File: src/rtl/aom_flag_trim_mc.sv
// Multi-channel AOM/laser-power flag trim: clamped per-channel delay, timestamp FIFO of
// pending hits, hold-extended delayed flag and edge-slot flag per channel.
module aom_flag_trim_mc #(
  parameter int CH_NUM     = 2,
  parameter int DW         = 16,
  parameter int FIFO_DEPTH = 8
) (
  input  logic                 clk_i,
  input  logic                 rst_n_i,
  input  logic                 laser_start_i,
  input  logic                 filter_unit_vld_i,
  input  logic                 filter_acc_result_i,
  input  logic [DW-1:0]        light_spot_para_i,
  input  logic [CH_NUM*DW-1:0] ch_delay_i,
  input  logic [CH_NUM-1:0]    ch_chain_i,
  input  logic [CH_NUM*DW-1:0] ch_hold_i,
  input  logic [CH_NUM*DW-1:0] ch_slot_i,
  output logic [CH_NUM*DW-1:0] ch_delay_abs_o,
  output logic [CH_NUM-1:0]    ch_flag_o,
  output logic [CH_NUM-1:0]    ch_edge_flag_o,
  output logic [CH_NUM-1:0]    ch_ovf_o
);

  localparam int AW = $clog2(FIFO_DEPTH);

  // Saturate a widened signed delay sum into [1, 2^(DW-1)-1].
  function automatic logic [DW-1:0] sat_delay(input logic signed [DW+1:0] sum);
    logic signed [DW+1:0] lo;
    logic signed [DW+1:0] hi;
    lo = $signed({{(DW+1){1'b0}}, 1'b1});
    hi = $signed({3'b000, {(DW-1){1'b1}}});
    if (sum < lo) return lo[DW-1:0];
    if (sum > hi) return hi[DW-1:0];
    return sum[DW-1:0];
  endfunction

  logic [DW-1:0] ts_q;
  logic          trig;

  assign trig = laser_start_i & filter_unit_vld_i & filter_acc_result_i;

  always_ff @(posedge clk_i or negedge rst_n_i) begin
    if (!rst_n_i)           ts_q <= '0;
    else if (!laser_start_i) ts_q <= '0;
    else                    ts_q <= ts_q + 1'b1;
  end

  for (genvar g = 0; g < CH_NUM; g++) begin : g_ch
    logic        [DW-1:0] base;
    logic        [DW-1:0] offs;
    logic        [DW-1:0] hold;
    logic        [DW-1:0] slot;
    logic signed [DW+1:0] sum;
    logic        [DW-1:0] eff_p0;
    logic        [DW-1:0] due;
    logic        [DW-1:0] head;
    logic        [DW-1:0] age;
    logic        [DW-1:0] mem [FIFO_DEPTH];
    logic        [AW-1:0] wp_q;
    logic        [AW-1:0] rp_q;
    logic        [AW:0]   cnt_q;
    logic        [DW-1:0] hcnt_q;
    logic        [DW-1:0] ecnt_q;
    logic                 flag_prev_q;
    logic                 ovf_q;
    logic                 full;
    logic                 pop;
    logic                 push;
    logic                 flag;

    assign offs = ch_delay_i[g*DW +: DW];
    assign hold = ch_hold_i[g*DW +: DW];
    assign slot = ch_slot_i[g*DW +: DW];
    // A chained channel builds on the previous channel's registered delay.
    assign base = (g != 0 && ch_chain_i[g]) ? ch_delay_abs_o[(g == 0 ? 0 : g-1)*DW +: DW]
                                            : light_spot_para_i;
    assign sum  = $signed({2'b00, base}) + $signed({{2{offs[DW-1]}}, offs});

    // Stage p0: effective delay register
    always_ff @(posedge clk_i or negedge rst_n_i) begin
      if (!rst_n_i) eff_p0 <= '0;
      else          eff_p0 <= sat_delay(sum);
    end

    assign ch_delay_abs_o[g*DW +: DW] = eff_p0;

    assign head = mem[rp_q];
    assign age  = ts_q - head;
    assign full = cnt_q[AW];
    assign pop  = (cnt_q != '0) && !age[DW-1];
    assign push = trig && (!full || pop);
    assign due  = ts_q + eff_p0;
    assign flag = (hcnt_q != '0);

    always_ff @(posedge clk_i or negedge rst_n_i) begin
      if (!rst_n_i) begin
        for (int i = 0; i < FIFO_DEPTH; i++) mem[i] <= '0;
        wp_q        <= '0;
        rp_q        <= '0;
        cnt_q       <= '0;
        hcnt_q      <= '0;
        ecnt_q      <= '0;
        flag_prev_q <= 1'b0;
        ovf_q       <= 1'b0;
      end else if (!laser_start_i) begin
        wp_q        <= '0;
        rp_q        <= '0;
        cnt_q       <= '0;
        hcnt_q      <= '0;
        ecnt_q      <= '0;
        flag_prev_q <= 1'b0;
        ovf_q       <= 1'b0;
      end else begin
        if (push) begin
          mem[wp_q] <= due;
          wp_q      <= wp_q + 1'b1;
        end
        if (pop) rp_q <= rp_q + 1'b1;
        if (push && !pop)      cnt_q <= cnt_q + 1'b1;
        else if (!push && pop) cnt_q <= cnt_q - 1'b1;
        if (trig && full && !pop) ovf_q <= 1'b1;
        // A fire during an active hold reloads it, so the flag never gaps.
        if (pop && hold != '0) hcnt_q <= hold;
        else if (flag)         hcnt_q <= hcnt_q - 1'b1;
        flag_prev_q <= flag;
        if ((flag != flag_prev_q) && slot != '0) ecnt_q <= slot;
        else if (ecnt_q != '0)                   ecnt_q <= ecnt_q - 1'b1;
      end
    end

    assign ch_flag_o[g]      = flag;
    assign ch_edge_flag_o[g] = (ecnt_q != '0) && (slot != '0);
    assign ch_ovf_o[g]       = ovf_q;
  end

endmodule

File: config.mk
export PLATFORM = sky130hd
export DESIGN_NAME = aom_flag_trim_mc
export DESIGN_NICKNAME = d
export VERILOG_FILES = /design/src/rtl/aom_flag_trim_mc.sv
export SDC_FILE = /design/constraint.sdc
export NUM_CORES = 1
export LEC_CHECK = 0
export BUFFER_PORTS_ARGS = -buffer_cell sky130_fd_sc_hd__buf_2
export CORE_ASPECT_RATIO = 0.7
export CORE_MARGIN = 4
export CORE_UTILIZATION = 60
export CTS_CLUSTER_SIZE = 10
export DETAILED_ROUTE_END_ITERATION = 6
export PLACE_DENSITY_LB_ADDON = 0.12
export SETUP_SLACK_MARGIN = 0.5
export SLEW_MARGIN = 20
export SYNTH_ARGS = -nofsm -noshare
export SYNTH_HDL_FRONTEND = slang
export SYNTH_SLANG_ARGS = --single-unit
File: constraint.sdc
create_clock -name clk_i -period 9.7 [get_ports clk_i]
set_input_delay 0.485 -clock clk_i [delete_from_list [all_inputs] [get_ports clk_i]]
set_output_delay 0.485 -clock clk_i [all_outputs]
set_load 0.02 [all_outputs]
* After elaboration in Yosys (flattened, before gate mapping) *
Index checks and enable logic that the tools add are counted.

storage, ports and cells
  output and inout bits = 38
  logic and storage cells = 184
  register bits after elaboration = 392
  input bits = 119

cells by class
  mux-type cells = 60
  add/subtract/negate cells = 19
  bitwise operators = 6
  reduce and logical (&&, ||, !) cells = 42
  equality and inequality tests = 14
  order comparisons = 10

operator list
  cell                                                                           count
  16-bit 2-to-1 mux                                                              28
  128-bit bitwise mux                                                            2
  16-bit nonzero test                                                            8
  16-bit binary-select mux with 3-bit select                                     2
  16-bit demux with 3-bit select                                                 2
  16-bit by 1-bit subtractor with 16-bit output, second input constant           4
  17-bit by 16-bit adder with 18-bit output                                      2
  18-bit by 16-bit > comparator with 1-bit output, second input constant         2
  18-bit by 2-bit less-than comparator with 1-bit output, second input constant  2
  16-bit adder                                                                   2
  16-bit subtractor                                                              2
  3-bit 2-to-1 mux                                                               8
  4-bit 2-to-1 mux                                                               6
  1-bit logical AND                                                              20
  3-bit by 1-bit inequality test with 1-bit output, second input constant        6
  16-bit by 1-bit adder with 16-bit output, second input constant                1
  4-bit greater-or-equal comparator, second input constant                       4
  3-bit NOT with 4-bit output                                                    4
  3-bit by 1-bit adder with 3-bit output, second input constant                  4
  1-bit 2-to-1 mux                                                               12
  2-bit by 1-bit inequality test with 1-bit output, second input constant        6
  4-bit by 1-bit adder with 4-bit output, second input constant                  2
  1-bit logical NOT                                                              8
  4-bit by 1-bit less-than comparator with 1-bit output, second input constant   2
  6 further kinds                                                                12

* Longest topological paths before layout *
Gate-level depths: netlist (run 1).

  depth after elaboration = 14
  depth in mapped cells = 21
  mapped depth without buffers = 17

* Worst setup path before layout (run 1) *
No wires, ideal clock.

  kind = reg-to-reg
  start = register g_ch[1].rp_q[0]
  end = register g_ch[1].cnt_q[3]
  buffers on the path = 4
  path slack = 4.484 ns
  data required time = 9.571 ns
  library setup time = 0.129 ns
  cell stages (with the launch flop) = 21
  clock period less this slack = 5.216 ns
  data arrival time = 5.087 ns
  cells stage by stage = dfrtp_1 -> buf_6 -> clkbuf_1 -> clkbuf_1 -> mux4_2 -> mux2i_1 -> ha_1 -> a21o_1 -> a211oi_1 -> a2111oi_0 -> a31oi_1 -> a21oi_4 -> nor2_4 -> buf_6 -> nand4_1 -> ha_1 -> a21o_1 -> a21oi_1 -> inv_1 -> o311ai_0 -> nand2_1

between the ends
  cells in the longest elaborated chain, start to end = 12
  elaborated cells between the ends (all ways) = 16
  classes of those cells = add/sub: 1; eq/ne: 1; mux: 5; bitwise: 1; reduce/logical: 8

RTL lines
  element                                                                                                RTL line  RTL
  start: declaration                                                                                     60        logic [AW-1:0] rp_q;
  start signal: assignment                                                                               118       if (pop) rp_q <= rp_q + 1'b1;
  3-bit NOT with 4-bit output (implied by the code) *                                                    87        assign head = mem[rp_q];
  16-bit binary-select mux with 3-bit select *                                                           87
  16-bit 2-to-1 mux (implied by the code) * (2 in a row)                                                 87
  16-bit subtractor *                                                                                    88        assign age = ts_q - head;
  1-bit logical NOT *                                                                                    90        assign pop = (cnt_q != '0) && !age[DW-1];
  1-bit logical AND *                                                                                    90
  1-bit logical OR                                                                                       91        assign push = trig && (!full || pop);
  1-bit logical AND                                                                                      91
  1-bit logical NOT / 1-bit logical AND (equally long branches)                                          120, 119
  1-bit logical AND / 4-bit 2-to-1 mux (equally long branches)                                           120, 119
  3-bit by 1-bit inequality test with 1-bit output (no line) / 4-bit 2-to-1 mux (equally long branches)  n/a
  end signal: assignment                                                                                 119       if (push && !pop) cnt_q <= cnt_q + 1'b1;
  end signal: assignment                                                                                 120       else if (!push && pop) cnt_q <= cnt_q - 1'b1;
  end: declaration                                                                                       61        logic [AW:0] cnt_q;

Every way passes the cells marked *; elsewhere a longest branch is shown, timed or not. The select of a mux whose other input is x is not followed.
A chain may end at the register's enable or synchronous reset.

* Worst setup path in the final report (run 1) *
Same ends and word-level chain as after synthesis.

==> flow_summary.yaml, run 1 <==
yosys:
  yosys_warnings: 0
  synth_cells: 1928
  async_flop_share_pct: 100
  ys_ff_latch: 392
  synthXorXnorAreaFrac_pct: 4.88
  synthesis.area_sq_mm: 0.0226
  synthAdderAreaFrac_pct: 6.35
  synth.area.mux_share_pct: 22.8
  synth-simple-area-share_pct: 9.79
  ys_seq_area_share_pct: 43.4
  synth_top_family_by_area: "multiplexers"
  synth_area_per_cell_sq_um: 11.7
  ys.flop_type: "dfrtp_1"
  yosysUniqueCellTypes: 79
  synth_edf_count: 0
  synth_compound_area_share_pct: 9.50
sta:
  clock-skew-final_ps: 24.2
  rsz0062_at_grt: "false"
  worst_slack_ps: 4200
  hold_viol_final: 5
  fin_crit_sh_pct: 56.7
  setup-violations-final: 0
  fmax_ghz: 0.182
  hold_slack_ps: -19.4
  slew_viol_final: 0
  min_period_ps: 5500
  tightest_slew_ps: 1120
  slew_headroom_pct: 25.2
  fin_setup_tns_ps: 0
route:
  vias: 16066
  drt_iter0_drc: 1260
  finalWirelength_mm: 56.3
  dr.pass1.iters: 5
  drc: 0
  antenna_left: 0
  post_drt_via_cell_ratio: 6.26
  wl_per_cell_um: 21.9
clock_tree:
  clkLatencyLatePin_ps: 560
  root_buffer: "clkbuf_16"
  h-tree-depth: 2
  clk_pin_slew_ps: 60
  cts_resized: 0
  tritoncts: "yes"
  clockBufferDepth: 3
  postCtsHoldBufs: 0
  postCtsSetupRepairBufs: 0
  cts_buffers: 45
  cts.sink_count: 392
cells_and_area:
  fillerInstances: 2810
  layout-drive-gt1-share_pct: 27.5
  seqCellArea_sq_mm: 0.00981
  multi_input_area_sq_mm: 0.0121
  fin_nets: 2300
  area_growth_pct: 10.4
floorplan:
  dieWidth_um: 240
  num_rows: 59
  num_io_pins: 157
  die_h_um: 170
  coreArea_sq_mm: 0.0371
  die-area_sq_mm: 0.0409
  start_util_pct: 60.8
outcome:
  run_status: "finished with violations"
  violations: "negative hold slack"
placement:
  dp_slack_ps: 4270
  gp_congestion: 0.896
  port_buffers: 155
  dpl.hpwl_mm: 39.4
job:
  max-cap-violations: 0
global_routing:
  overflow: 0
  antenna_found_initial: 2
  track_usage_pct: 27.7
  grt_pass1_vias: 15899
  grt_pass1_wl_mm: 89.3
  grt_max_degree: 124
power:
  p_per_area_mw_per_mm2: 237
  p_total_mw: 5.90
  vdd_ir_drop_max_v: 0.000138
  power_leakage_nw: 11.5
critical_path:
  crit_path_max_fanout: 34
  crit_start: "g_ch[1].rp_q[0]$_DFFE_PN0P_"
  crit_type: "reg -> reg"
  start_kind: "flip-flop"
  arrival_ps: 5920
  critical_path_required_ps: 10120
  reg2reg_from: "g_ch[1].rp_q[0]$_DFFE_PN0P_"
  critical_path.endpoint_type: "flip-flop"
hold_path:
  hold_class: "in -> async"
layer usage:
layer  vias to the layer above  wire length (um)  track usage (%)
met5                         -                 0                0
met4                         0              1400             6.77
met3                        94              2780             3.79
met2                       431             26200             44.9
met1                      8143             25900             40.0
li1                       7398                 -                -
layout by cell type (no fill, tap or decap), drive strengths merged, types with 38 or more instances in the layout:
cell,Yosys,final
mux2i,74,74
nand2,85,85
a21oi,76,76
clkbuf,39,53
xor2,56,56
mux2,254,254
xnor2,70,70
nor2,132,132
inv,64,66
a211oi,38,38
o21ai,77,77
mux4,63,63
ha,105,105
buf,49,182
dfrtp,392,392
worst max-delay path, cell delays in order (launching register included):
cell,delay [ps]
dfrtp_2,330
buf_4,550
mux4_2,610
mux2i_1,260
ha_1,310
a21oi_1,210
o21ai_0,130
o21ba_2,210
o31ai_1,560
a21oi_4,170
nor2_4,520
nand4_1,260
ha_1,350
a21o_1,170
a21oi_1,230
inv_1,80
o311ai_0,290
nand2_1,80
cell type report:
cell class                 instances  share of cell area [%]
inverter                          64                   0.964
clock buffer                      53                    4.68
antenna                            2                  0.0201
multi-input combinational       1385                    48.5
timing repair buffer             182                    3.98
tap                              488                    2.45
sequential                       392                    39.4
clock inverter                     2                  0.0703
Yosys cell counts, types with 19 or more instances:
library cell  number  area, sq um
dfrtp_1          392         9810
mux2_2           208         2340
nor2_1           131          492
ha_1             105         1310
nand2_1           85          319
a21oi_1           75          375
o21ai_0           75          375
mux2i_1           74          741
xnor2_1           70          613
inv_1             62          233
mux4_2            62         1400
xor2_1            56          490
clkbuf_1          39          146
mux2_4            36          541
a211oi_1          35          263
nand3_1           34          170
nor4_1            29          181
nand4_1           27          169
nor3_1            27          135
nand2b_1          20          125
or3_1             19          119
registers in the layout, indices dropped and copies added (netlist names):
name,count
g_ch.flag_prev_q,2
g_ch.eff_p0,32
ts_q,16
g_ch.ovf_q,2
g_ch.rp_q,6
g_ch.hcnt_q,32
g_ch.ecnt_q,32
g_ch.wp_q,6
g_ch.cnt_q,8
g_ch.mem,256
final timing paths:
| check | end | slack (ps) | cells past startpoint |
|---|---|---|---|
| min in group clk_i | g_ch[1].hcnt_q[15]$_DFFE_PN0P_ | 190 | 3 |
| hold reg to reg | g_ch[0].ovf_q$_DFFE_PN0P_ | 490 | 2 |
| max in group asynchronous | g_ch[0].mem[20]$_DFFE_PN0P_ | 7270 | 3 |
| setup / recovery | g_ch[1].cnt_q[3]$_DFFE_PN0P_ | 4200 | 17 |
| hold / removal | g_ch[0].hcnt_q[10]$_DFFE_PN0P_ | -20 | 1 |
| setup reg to reg | g_ch[1].cnt_q[3]$_DFFE_PN0P_ | 4200 | 17 |
logic make-up (layout without fill, tap and decap cells):
kind of cell	Yosys count	in the layout
and+or+nand+nor	437	437
DFF	392	392
muxes	391	391
AOI/OAI and AO/OA	318	318
buffers and inverters	152	301
xor gates and xnor gates	126	126
adders and majority gates	111	111
other	1	4
power by group:
part | internal (mW) | leakage [nW] | switching [mW]
Sequential | 1.96 | 5.14 | 0.266
Combinational | 0.973 | 5.81 | 1.23
Clock | 0.834 | 0.579 | 0.637
Total | 3.77 | 11.5 | 2.13
metrics by stage:
| stage | instance area (sq um) | cells | utilization (%) |
|---|---|---|---|
| floorplan | 22600 | 1929 | - |
| global placement | 23700 | 2510 | 63.9 |
| detailed placement | 23700 | 2511 | 63.9 |
| CTS | 24900 | 2566 | 67.1 |
| global route | 24900 | 2568 | 67.1 |
| finish | 24900 | 2568 | 67.1 |
(Power assumes the default switching activity.)
==> inputs of run 2 (changes only) <==
--- a/config.mk
+++ b/config.mk
@@ -5,6 +5,7 @@
 export SDC_FILE = /design/constraint.sdc
 export NUM_CORES = 1
 export LEC_CHECK = 0
+export ABC_AREA = 1
 export BUFFER_PORTS_ARGS = -buffer_cell sky130_fd_sc_hd__buf_2
 export CORE_ASPECT_RATIO = 0.7
 export CORE_MARGIN = 4
==> constraint.sdc (replaced) <==
create_clock -name clk_i -period 5.5 [get_ports clk_i]
set_input_delay 0.275 -clock clk_i [delete_from_list [all_inputs] [get_ports clk_i]]
set_output_delay 0.275 -clock clk_i [all_outputs]
set_load 0.02 [all_outputs]
==> flow_summary.yaml, run 2 <==
yosys:
  synth_most_common_cell: "nand2_1"
  post-synth-top-area-cell: "dfrtp_1"
  synthTopCellsByArea: "dfrtp_1, nand2_1, ha_1"
  synth_area_per_cell_sq_um: 8.12
  yosys_warnings: 0
  synthesis.area_sq_mm: 0.0225
  ys.flop_type: "dfrtp_1"
  synth_top_area_share_pct: 43.5
  yosysUniqueCellTypes: 60
  synth.top_cells.by_count: "nand2_1, dfrtp_1, nor2_1"
  ys_ff_latch: 392
  ys_seq_area_share_pct: 43.5
  synth_cells: 2774
  synth_edf_count: 0
  async_flop_share_pct: 100
floorplan:
  num_rows: 59
  coreArea_sq_mm: 0.0371
  die_h_um: 170
  num_io_pins: 157
  start_util_pct: 60.7
  die-area_sq_mm: 0.0408
  dieWidth_um: 240
global_routing:
  grt_pass1_vias: 19078
  grt_max_degree: 165
  track_usage_pct: 29.5
  overflow: 0
  grt_pass1_wl_mm: 98.4
  antenna_found_initial: 0
power:
  comb_power_share_pct: 38.5
  p_per_area_mw_per_mm2: 428
  power_leakage_nw: 12.1
  switching_share_pct: 39.6
  power.internal_mw: 6.39
  p_switching_mw: 4.19
  vdd_ir_drop_max_v: 0.000272
  seqPwrFrac_pct: 36.5
  clkPwrFrac_pct: 24.9
critical_path:
  critical_path_required_ps: 5930
  crit_path_max_fanout: 22
  critical_path.endpoint_type: "flip-flop"
  cp_common_cell: "nand2_1"
  arrival_ps: 4790
  crit_path_top_delay_cell: "inv_1"
  crit_type: "reg -> reg"
  crit_buf_inv: 4
  start_kind: "flip-flop"
  path_cells: "inv_1 > buf_4 > o21ai_0 > o221ai_1 > o21ai_0 > ha_1 > nand2_1 > inv_1 > nand3_1 > a31oi_1 > nor2_1 > nand3_1 > nand3_2 > nand3_1 > ha_1 > nand2_1 > nand2_1 > a31oi_1 > inv_1 > nand2_1 > nand2_1 > nand2_1 > nand2_1"
  path_delay_family: "simple AND/OR/NAND/NOR gates"
  slowest_delay_ps: 620
route:
  vias: 19872
  post_drt_via_cell_ratio: 5.89
  drc: 0
  finalWirelength_mm: 60.0
  wl_per_cell_um: 17.8
  drt_iter0_drc: 1897
  dr.pass1.iters: 5
  antenna_left: 0
cells_and_area:
  layout_common_cells: "nand2_1, dfrtp_1, nor2_1"
  n_antenna_cell: 0
  regMostFlops: "g_ch.mem"
  fin_area_sq_mm: 0.0247
  fillerInstances: 3093
  largest_reg_flops: 256
  final_common_cell: "nand2_1"
  fin_nets: 3111
  layout-drive-gt1-share_pct: 10.0
  area_growth_pct: 9.60
job:
  max-cap-violations: 0
outcome:
  run_status: "finished, final reports clean"
clock_tree:
  clk_pin_slew_ps: 60
  cts_buffers: 45
  tritoncts: "yes"
  clockBufferDepth: 3
  clkLatencyLatePin_ps: 550
  cts.sink_count: 392
  root_buffer: "clkbuf_16"
  h-tree-depth: 2
sta:
  rsz0062_at_grt: "false"
  setup-violations-final: 0
  tightest_slew_ps: 1080
  fin_setup_tns_ps: 0
  clock-skew-final_ps: 19.2
  slew_headroom_pct: 27.4
  hold_viol_final: 0
  slew_viol_final: 0
  min_period_ps: 4350
  fmax_ghz: 0.230
  fin_crit_sh_pct: 79.2
placement:
  postPlaceCellArea_sq_mm: 0.0234
  dpl.hpwl_mm: 41.1
  gp_congestion: 0.929
  port_buffers: 155
hold_path:
  hold_class: "in -> reg"
run 2: cell types whose count changed in the layout (fill, tap and decap cells not counted), sizes merged, moves of 27 or more:
cell / change
o21ai: +396
mux2: -239
mux4: -63
o221ai: +28
mux2i: -65
a21oi: +27
nand2: +526
nor2: +164
inv: +119
xnor2: -29
nand3: +96
o22ai: +29
run 2: path summary, 6_finish.rpt:
path,startpoint,end,slack (ps),cells past startpoint
max,g_ch[0].rp_q[1]$_DFFE_PN0P_,g_ch[0].cnt_q[3]$_DFFE_PN0P_,1150,23
min in group asynchronous,rst_n_i,g_ch[1].mem[37]$_DFFE_PN0P_,310,2
max reg2reg,g_ch[0].rp_q[1]$_DFFE_PN0P_,g_ch[0].cnt_q[3]$_DFFE_PN0P_,1150,23
max in group asynchronous,rst_n_i,g_ch[0].mem[5]$_DFFE_PN0P_,3790,3
min,ch_hold_i[22],g_ch[1].hcnt_q[6]$_DFFE_PN0P_,20,3
min reg2reg,g_ch[0].mem[46]$_DFFE_PN0P_,g_ch[0].mem[46]$_DFFE_PN0P_,470,2
run 2: worst reg2reg max path: stages (launching register included):
cell	delay, ps
dfrtp_1	510
inv_1	630
buf_4	310
o21ai_0	110
o221ai_1	170
o21ai_0	120
ha_1	310
nand2_1	80
inv_1	70
nand3_1	70
a31oi_1	80
nor2_1	290
nand3_1	140
nand3_2	150
nand3_1	230
ha_1	400
nand2_1	80
nand2_1	40
a31oi_1	180
inv_1	60
nand2_1	70
nand2_1	50
nand2_1	60
nand2_1	50
run 2: what timing repair did:
action,CTS,global route
gates resized for setup,0,0
endpoints found under the hold margin,101,0
buffers inserted,0,0
hold buffers,9,0
run 2: kinds of logic after synthesis:
group                    after synthesis  synth area share (%)
XOR/XNOR                             107                  4.19
multiplexers                          24                  1.15
AND/OR/NAND/NOR                     1134                  21.3
other                                  1                0.0166
buffers and inverters                314                  6.74
adder cells (fa/ha/maj)              111                  6.36
AO/OA/AOI/OAI                        691                  16.7
flip-flops                           392                  43.5
run 2: stage by stage:
step | utilization [%] | cells | setup WS, ps | hold WS [ps] | total power, mW
floorplan | - | 2775 | 1990 | -20.6 | 6.83
global placement | 63.0 | 3313 | 1320 | 362 | 7.73
detailed placement | 63.0 | 3313 | 1260 | 345 | 7.90
CTS | 66.5 | 3376 | 1200 | 1.76 | 10.6
global route | 66.5 | 3376 | 824 | 11.8 | 11.3
finish | 66.5 | 3376 | 1150 | 21.3 | 10.6
run 2: metal layers:
layer	global-route usage, %	wire (um)	vias up
li1	-	-	9568
met4	8.32	1390	0
met2	45.1	26300	805
met3	4.26	4800	105
met5	0	0	-
met1	44.3	27500	9394
run 2: final cells by class:
| cell class | count | area (sq um) | area share [%] |
|---|---|---|---|
| Multi-Input combinational cell | 2069 | 11200 | 45.4 |
| Tap cell | 488 | 611 | 2.47 |
| Timing Repair Buffer | 188 | 1130 | 4.58 |
| Clock inverter | 1 | 16.3 | 0.0659 |
| Inverter | 185 | 707 | 2.86 |
| Clock buffer | 53 | 1210 | 4.89 |
| Sequential cell | 392 | 9810 | 39.7 |
run 2: power groups by stage:
| stage | sequential [mW] | combinational [mW] | clock [mW] |
|---|---|---|---|
| after floorplan | 3.84 | 2.99 | 0 |
| after global routing | 3.93 | 4.61 | 2.80 |
| after CTS | 3.85 | 4.04 | 2.68 |
| after detailed placement | 3.89 | 4.01 | 0 |
| after global placement | 3.87 | 3.86 | 0 |
| final | 3.86 | 4.08 | 2.64 |
